===== src/rtl/mult_pkg.sv =====
// Shared definitions for the multiplier datapath.
//   ACC_W / TERM_W : accumulator and term widths used by the partial-sum stage
//   state_e        : control FSM states of partial_sum_accumulator
package mult_pkg;
    localparam int ACC_W  = 62;
    localparam int TERM_W = 17;

    typedef enum logic [1:0] {
        IDLE  = 2'd0,
        ACCUM = 2'd1,
        DONE  = 2'd2
    } state_e;
endpackage


===== src/rtl/customAdder62_45.sv =====
// Combinational unsigned adder: 62-bit A plus zero-extended 17-bit B.
//   a_i   [61:0] : accumulator operand
//   b_i   [16:0] : term operand (unsigned)
//   sum_o [62:0] : full sum, bit 62 is the carry out
module customAdder62_45
    import mult_pkg::*;
(
    input  logic [ACC_W-1:0]  a_i,
    input  logic [TERM_W-1:0] b_i,
    output logic [ACC_W:0]    sum_o
);
    assign sum_o = (ACC_W+1)'(a_i) + (ACC_W+1)'(b_i);
endmodule


===== src/rtl/partial_sum_accumulator.sv =====
// Loads a 62-bit base value, adds NUM_TERMS unsigned 17-bit terms (one per
// handshake) and presents {sticky overflow, accumulator} on a valid/ready port.
//   clk, rst              : clock, synchronous active-high reset
//   start, init_value     : begin accumulation from init_value (IDLE only)
//   term_valid/ready/data : term input handshake (ready only in ACCUM)
//   res_valid/ready       : result handshake (valid only in DONE)
//   result [62:0]         : {ovf, acc}; held until the next start
//   busy                  : high in ACCUM and DONE
module partial_sum_accumulator
    import mult_pkg::*;
#(
    parameter int NUM_TERMS = 8
) (
    input  logic              clk,
    input  logic              rst,
    input  logic              start,
    input  logic [ACC_W-1:0]  init_value,
    input  logic              term_valid,
    output logic              term_ready,
    input  logic [TERM_W-1:0] term_data,
    output logic              res_valid,
    input  logic              res_ready,
    output logic [ACC_W:0]    result,
    output logic              busy
);
    localparam int CNT_W = $clog2(NUM_TERMS + 1);
    localparam logic [CNT_W-1:0] LAST_CNT = CNT_W'(NUM_TERMS - 1);

    state_e             state_q;
    logic [ACC_W-1:0]   acc_q;
    logic               ovf_q;
    logic [CNT_W-1:0]   cnt_q;
    logic [ACC_W:0]     sum;
    logic               term_acc;

    customAdder62_45 u_adder (
        .a_i   (acc_q),
        .b_i   (term_data),
        .sum_o (sum)
    );

    assign term_acc = (state_q == ACCUM) && term_valid;

    always_ff @(posedge clk) begin
        if (rst) begin
            state_q <= IDLE;
            acc_q   <= '0;
            ovf_q   <= 1'b0;
            cnt_q   <= '0;
        end else begin
            case (state_q)
                IDLE: begin
                    if (start) begin
                        acc_q   <= init_value;
                        ovf_q   <= 1'b0;
                        cnt_q   <= '0;
                        state_q <= ACCUM;
                    end
                end
                ACCUM: begin
                    if (term_acc) begin
                        acc_q <= sum[ACC_W-1:0];
                        // Carry out is sticky for the whole accumulation.
                        ovf_q <= ovf_q | sum[ACC_W];
                        cnt_q <= cnt_q + CNT_W'(1);
                        if (cnt_q == LAST_CNT) state_q <= DONE;
                    end
                end
                DONE: begin
                    // start is deliberately not looked at here.
                    if (res_ready) state_q <= IDLE;
                end
                default: state_q <= IDLE;
            endcase
        end
    end

    // Outputs decode straight from registered state: no input-to-output path.
    assign term_ready = (state_q == ACCUM);
    assign res_valid  = (state_q == DONE);
    assign busy       = (state_q != IDLE);
    assign result     = {ovf_q, acc_q};
endmodule


===== config.mk =====
export PLATFORM = sky130hd
export DESIGN_NAME = partial_sum_accumulator
export DESIGN_NICKNAME = d
export VERILOG_FILES = /design/src/rtl/mult_pkg.sv /design/src/rtl/customAdder62_45.sv /design/src/rtl/partial_sum_accumulator.sv
export SDC_FILE = /design/constraint.sdc
export NUM_CORES = 1
export LEC_CHECK = 0
export ABC_AREA = 1
export BUFFER_PORTS_ARGS = -buffer_cell sky130_fd_sc_hd__buf_2
export CORE_AREA = 2 2 110 112
export CTS_CLUSTER_SIZE = 30
export DETAILED_ROUTE_END_ITERATION = 8
export DIE_AREA = 0 0 112 114
export PLACE_DENSITY_LB_ADDON = 0.15
export SETUP_SLACK_MARGIN = 0.3
export SYNTH_ARGS = -nofsm -noshare
export SYNTH_HDL_FRONTEND = slang
export SYNTH_SLANG_ARGS = --single-unit

===== constraint.sdc =====
create_clock -name clk -period 2.3 [get_ports clk]
set_input_delay 0.46 -clock clk [delete_from_list [all_inputs] [get_ports clk]]
set_output_delay 0.46 -clock clk [all_outputs]
set_load 0.01 [all_outputs]

# Word-level counts from Yosys, hierarchy flattened
# Cells that the tools add are included.
# W data, S select, Z words.
[classes]
add_sub_neg = 2
n_eq_ne = 7
muxes = 14
n_bitwise = 1
reduce_logical = 6
[ops]
columns = ["cell", "n"]
rows = [
  ["$mux W62", 2],
  ["$pmux W62 S2", 1],
  ["$add A62 B17 Y63", 1],
  ["$mux W2", 4],
  ["$mux W4", 2],
  ["$pmux W4 S2", 1],
  ["$ne A2 B1 Y1 const B", 3],
  ["$pmux W2 S3", 1],
  ["$add A4 B1 Y4 const B", 1],
  ["$eq A4 B3 Y1 const B", 1],
  ["$reduce_and A4 Y1", 1],
  ["$reduce_bool A2 Y1", 2],
  ["$reduce_and A3 Y1", 1],
  ["$eq A2 B1 Y1 const B", 1],
  ["$eq A2 B2 Y1 const B", 1],
  ["$logic_not A2 Y1", 1],
  ["$mux W1", 2],
  ["$ne A2 B2 Y1 const B", 1],
  ["$pmux W1 S2", 1],
  ["$logic_and A1 B1 Y1", 1],
  ["$or A1 B1 Y1", 1],
]
[word_totals]
ff_bits = 69
elab_cells = 34

# Longest topological paths before layout
[depth]
depth_word = 4
mapped_depth = 15
depth_no_buf = 15

# Modules after synthesis
# Synthesis repeated with hierarchy kept, for this count alone.
[unflattened]
hier_cells = 1198
area_unflattened_um2 = 6571.3
[modules_own_cells]
columns = ["module", "n_inst", "cells_per_inst", "area_each_um2", "seq_area_each_um2"]
rows = [
  ["partial_sum_accumulator", 1, 527, 3433.3, 1381.3],
  ["customAdder62_45", 1, 671, 3138.0, 0.0],
]

# Worst setup path after synthesis
# No wires, ideal clock.
[synth_timing]
path_kind = "input to register"
from = "in term_data[0]"
to = "reg acc_q[24]"
setup_ns = 0.132
arrival_ns = 1.975
path_slack_ns = 0.193
stages = 12
n_path_buf = 0
cell_sequence = "ha_1 > fa_1 > nand3_1 > nand3_1 > nand2_1 > nand2_1 > nand2_1 > nand3_1 > a21oi_1 > o21ai_0 > nand2_1 > a21oi_1"
[synth_via]
elab_chain_cells = 3
[synth_lines]
columns = ["item", "line_no", "source"]
rows = [
  ["from (decl)", "partial_sum_accumulator.sv:20", "input logic [TERM_W-1:0] term_data,"],
  ["$add A62 B17 Y63", "customAdder62_45.sv:12", "assign sum_o = (ACC_W+1)'(a_i) + (ACC_W+1)'(b_i);"],
  ["$mux W62", "partial_sum_accumulator.sv:61", "if (term_acc) begin"],
  ["$pmux W62 S2", "partial_sum_accumulator.sv:51", "case (state_q)"],
  ["to (signal assigned)", "partial_sum_accumulator.sv:54", "acc_q <= init_value;"],
  ["to (signal assigned)", "partial_sum_accumulator.sv:62", "acc_q <= sum[ACC_W-1:0];"],
  ["to (decl)", "partial_sum_accumulator.sv:30", "logic [ACC_W-1:0] acc_q;"],
]
# No other way between the ends. The select of a mux whose other input is x is not followed.
# A chain may end at the register's enable or synchronous reset.

# Final worst setup path
[layout_timing]
from = "reg acc_q[0]"
to = "reg acc_q[6]"
[layout_via]
elab_chain_cells = 3
[layout_lines]
columns = ["item", "line_no"]
rows = [
  ["$add A62 B17 Y63", "customAdder62_45.sv:12"],
  ["$mux W62", "partial_sum_accumulator.sv:61"],
  ["$pmux W62 S2", "partial_sum_accumulator.sv:51"],
]
# No other way between the ends. The select of a mux whose other input is x is not followed.

==> flow_summary.json <==
{
  "outcome": "completed",
  "crit_fanout": 4,
  "fin_nets": 1382,
  "post_drt_wl_per_cell_um": 15.6,
  "max_clock_freq_mhz": 509,
  "intPower_w": 0.00274,
  "cts_buffers": 9,
  "clk_pin_slew_worst_paths_ns": 0.06,
  "swShare_pct": 37.6,
  "gp_congestion": 0.974,
  "finalHoldViolations": 0,
  "placed_area_mm2": 0.00738,
  "syn_to_final_growth_pct": 32.5,
  "io_buffers": 149,
  "via_count": 7668,
  "max_stage_delay_ns": 0.39,
  "slew-limit-headroom_pct": 57.1,
  "crit_family": "adder cells",
  "min_period_ns": 1.96,
  "path_class": "register to register",
  "ant_nets": 0,
  "top_level_ports": 150,
  "cts_root_buf": "clkbuf_16",
  "setup_viol": 0,
  "ys_warn_count": 0,
  "cts.path.max_buffers": 2,
  "grt_max_degree": 94,
  "path_cells": "ha_4 -> fa_2 -> nand3_2 -> nand3_4 -> nand2_2 -> nand2_4 -> buf_4 -> xor2_1 -> o22ai_1 -> a21oi_1",
  "utilization_pct": 71.0,
  "pwr-share-seq_pct": 33.4,
  "synth_cell_type_count": 34,
  "rows": 40,
  "clk_latency_ns": 0.35,
  "die_y_um": 114,
  "powerDensity_mw_per_mm2": 529,
  "wl_um": 22300,
  "critPathBufInv": 1,
  "initial_core_util_pct": 53.6,
  "fillers": 1094,
  "ys_ff_latch": 69,
  "core_area_mm2": 0.0117,
  "period_share_pct": 85.4,
  "hpwl_um": 16300,
  "hold_class": "primary input to register",
  "synth_nets": 1213,
  "startpoint_type": "register",
  "fp.dieW_um": 112,
  "clockPowerShare_pct": 30.8,
  "remaining_drc_errors": 0,
  "p_switching_w": 0.00165,
  "p_leak_nw": 3.87,
  "die-area_mm2": 0.0128,
  "antenna_found_initial": 0,
  "ir_drop_uv": 543,
  "clock_skew_ns": 0.00516,
  "drive_above_1_share_pct": 31.3,
  "critPathSlowestCell": "fa_2",
  "cts_tree": "built",
  "slew_violations": 0,
  "drt_first_iter_violations": 524,
  "fin_area_mm2": 0.00832,
  "rsz0062_at_grt": "yes",
  "end_kind": "register",
  "timing.max_cap.violations": 0,
  "h-tree-depth": 3,
  "required_ns": 2.51,
  "comb_power_share_pct": 35.8,
  "syn-instance-count": 1110,
  "drtPass1Iterations": 5,
  "globalRouteTotalUtil_pct": 33.3,
  "worst_slew_pin_slew_ns": 0.643,
  "grt_pass1_wl_um": 34000,
  "diodes": 0,
  "netlist_area_mm2": 0.00628,
  "syn_avg_cell_area_um2": 5.66,
  "seq_area_frac_synth_pct": 22.0,
  "via_per_inst": 5.36,
  "cp_data_arrival_time_ns": 2.17,
  "grt_pass1_vias": 6850,
  "grt-ovfl-total": 0,
  "clock_sinks": 69
}
## flip-flops by register name, indices dropped and copies added, names as in the netlist
| signal | cells |
|---|---|
| acc_q | 62 |
| cnt_q | 4 |
| state_q | 2 |
| ovf_q | 1 |
## through the flow
| step | setup TNS, ns | hold slack [ns] | total power, W | worst slack, ns | std cells |
|---|---|---|---|---|---|
| 6_report | 0 | 0.369 | 0.00440 | 0.335 | 1431 |
| 5_1_grt | 0 | 0.380 | 0.00462 | 0.224 | 1431 |
| 4_1_cts | 0 | 0.375 | 0.00417 | 0.285 | 1429 |
| 3_5_place_dp | -0.0954 | 0.449 | 0.00281 | -0.0341 | 1413 |
| 3_3_place_gp | -0.0275 | 0.439 | 0.00279 | -0.0237 | 1413 |
| 2_1_floorplan | 0 | 0.428 | 0.00229 | 0.323 | 1110 |
## power groups by stage
stage | sequential (W) | clock, W | combinational (W)
3_3_place_gp | 0.00147 | 0 | 0.00132
5_1_grt | 0.00148 | 0.00141 | 0.00173
6_report | 0.00147 | 0.00135 | 0.00157
4_1_cts | 0.00145 | 0.00136 | 0.00136
3_5_place_dp | 0.00147 | 0 | 0.00134
2_1_floorplan | 0.00149 | 0 | 0.000801
## routing by layer
metal | global-route usage, % | routed length (um)
met1 | 41.9 | 9600
met2 | 58.3 | 10900
met5 | 0 | 0
met4 | 14.2 | 722
met3 | 3.72 | 1040
## path summary, 6_finish.rpt
kind | start | endpoint | slack [ns] | depth (start not counted)
worst max-delay path | acc_q[0] | acc_q[6] | 0.34 | 10
worst min-delay path | init_value[1] | acc_q[1] | 0.37 | 3
worst max register to register | acc_q[0] | acc_q[6] | 0.34 | 10
worst min register to register | ovf_q | ovf_q | 0.46 | 2
## cells in the mapped netlist
master      n  area, um2
nand3b_1    5       37.5
nor3_2     10        100
a21oi_1    79        395
nor4_2      1       12.5
a211oi_1    1       7.51
nor3_4      7        114
o21ai_2     1       8.76
ha_1       18        225
nand3_1    94        470
nor2_2     20        125
nor4_1      2       12.5
nand2_2    21        131
inv_1     129        484
o21ai_1     4       20.0
and2_1      1       6.26
nand2_1   335       1260
xor2_1     13        114
buf_1       5       18.8
inv_2      15       56.3
clkbuf_1   17       63.8
fa_1        1       20.0
nor2_1    160        601
o22ai_1    12       75.1
buf_6       3       33.8
nor3_1     13       65.1
a31oi_1     2       12.5
buf_4       3       22.5
o21ai_0    36        180
dfxtp_1    69       1380
nand4_1    17        106
a21oi_2     4       35.0
nand3_2     4       40.0
buf_2       7       35.0
xnor2_1     1       8.76
## cells by family after synthesis
logic type                 Yosys count  synth area share (%)
DFF                                 69                  22.0
AOI/OAI and AO/OA                  139                  11.7
and+or+nand+nor                    690                  49.1
xor gates and xnor gates            14                  1.95
adders and majority gates           19                  3.91
buffers and inverters              179                  11.4
## layout by cell type (no fill, tap or decap), types with 2 or more instances in the layout
cell type | netlist | routed
nor3_1 | 13 | 11
nor2_2 | 20 | 28
nand3_4 | 0 | 4
nand2_1 | 335 | 293
a21oi_2 | 4 | 12
xor2_1 | 13 | 13
inv_2 | 15 | 15
nor2_1 | 160 | 144
ha_1 | 18 | 2
o21ai_1 | 4 | 13
nor2_4 | 0 | 8
a21oi_1 | 79 | 71
nand4_1 | 17 | 17
nor3_4 | 7 | 9
nand3b_1 | 5 | 5
nand2_2 | 21 | 44
nand3_1 | 94 | 85
o21ai_0 | 36 | 25
buf_6 | 3 | 2
buf_2 | 7 | 149
clkbuf_16 | 0 | 9
nor4_1 | 2 | 2
nor3_2 | 10 | 10
ha_4 | 0 | 16
inv_1 | 129 | 129
clkinvlp_4 | 0 | 2
nand2_4 | 0 | 18
buf_4 | 3 | 41
clkbuf_8 | 0 | 2
nand3_2 | 4 | 9
dfxtp_1 | 69 | 53
o21ai_2 | 1 | 2
a31oi_1 | 2 | 2
o22ai_1 | 12 | 12
dfxtp_2 | 0 | 16
clkbuf_1 | 17 | 2
## worst min-delay path, stage by stage
cell	delay [ns]
buf_2	0.09
nand2_1	0.05
a31oi_1	0.07
## final cells by class
class                   instances  area (um2)  area share (%)
clock buffers                  13         260            3.13
flip-flops and latches         69        1400            16.8
repair buffers                193        1100            13.2
inverters                     144         541            6.50
multi-input cells             862        4820            57.9
well taps                     147         184            2.21
clock inverters                 3        20.0           0.241
## repair_timing
action / in CTS / in global routing
pin swaps: 0 / 35
hold buffers: 0 / 0
resized for setup: 21 / 136
buffers inserted: 0 / 2
setup endpoints to repair: 36 / 54
Note: power is estimated with default switching activity, not from simulation.
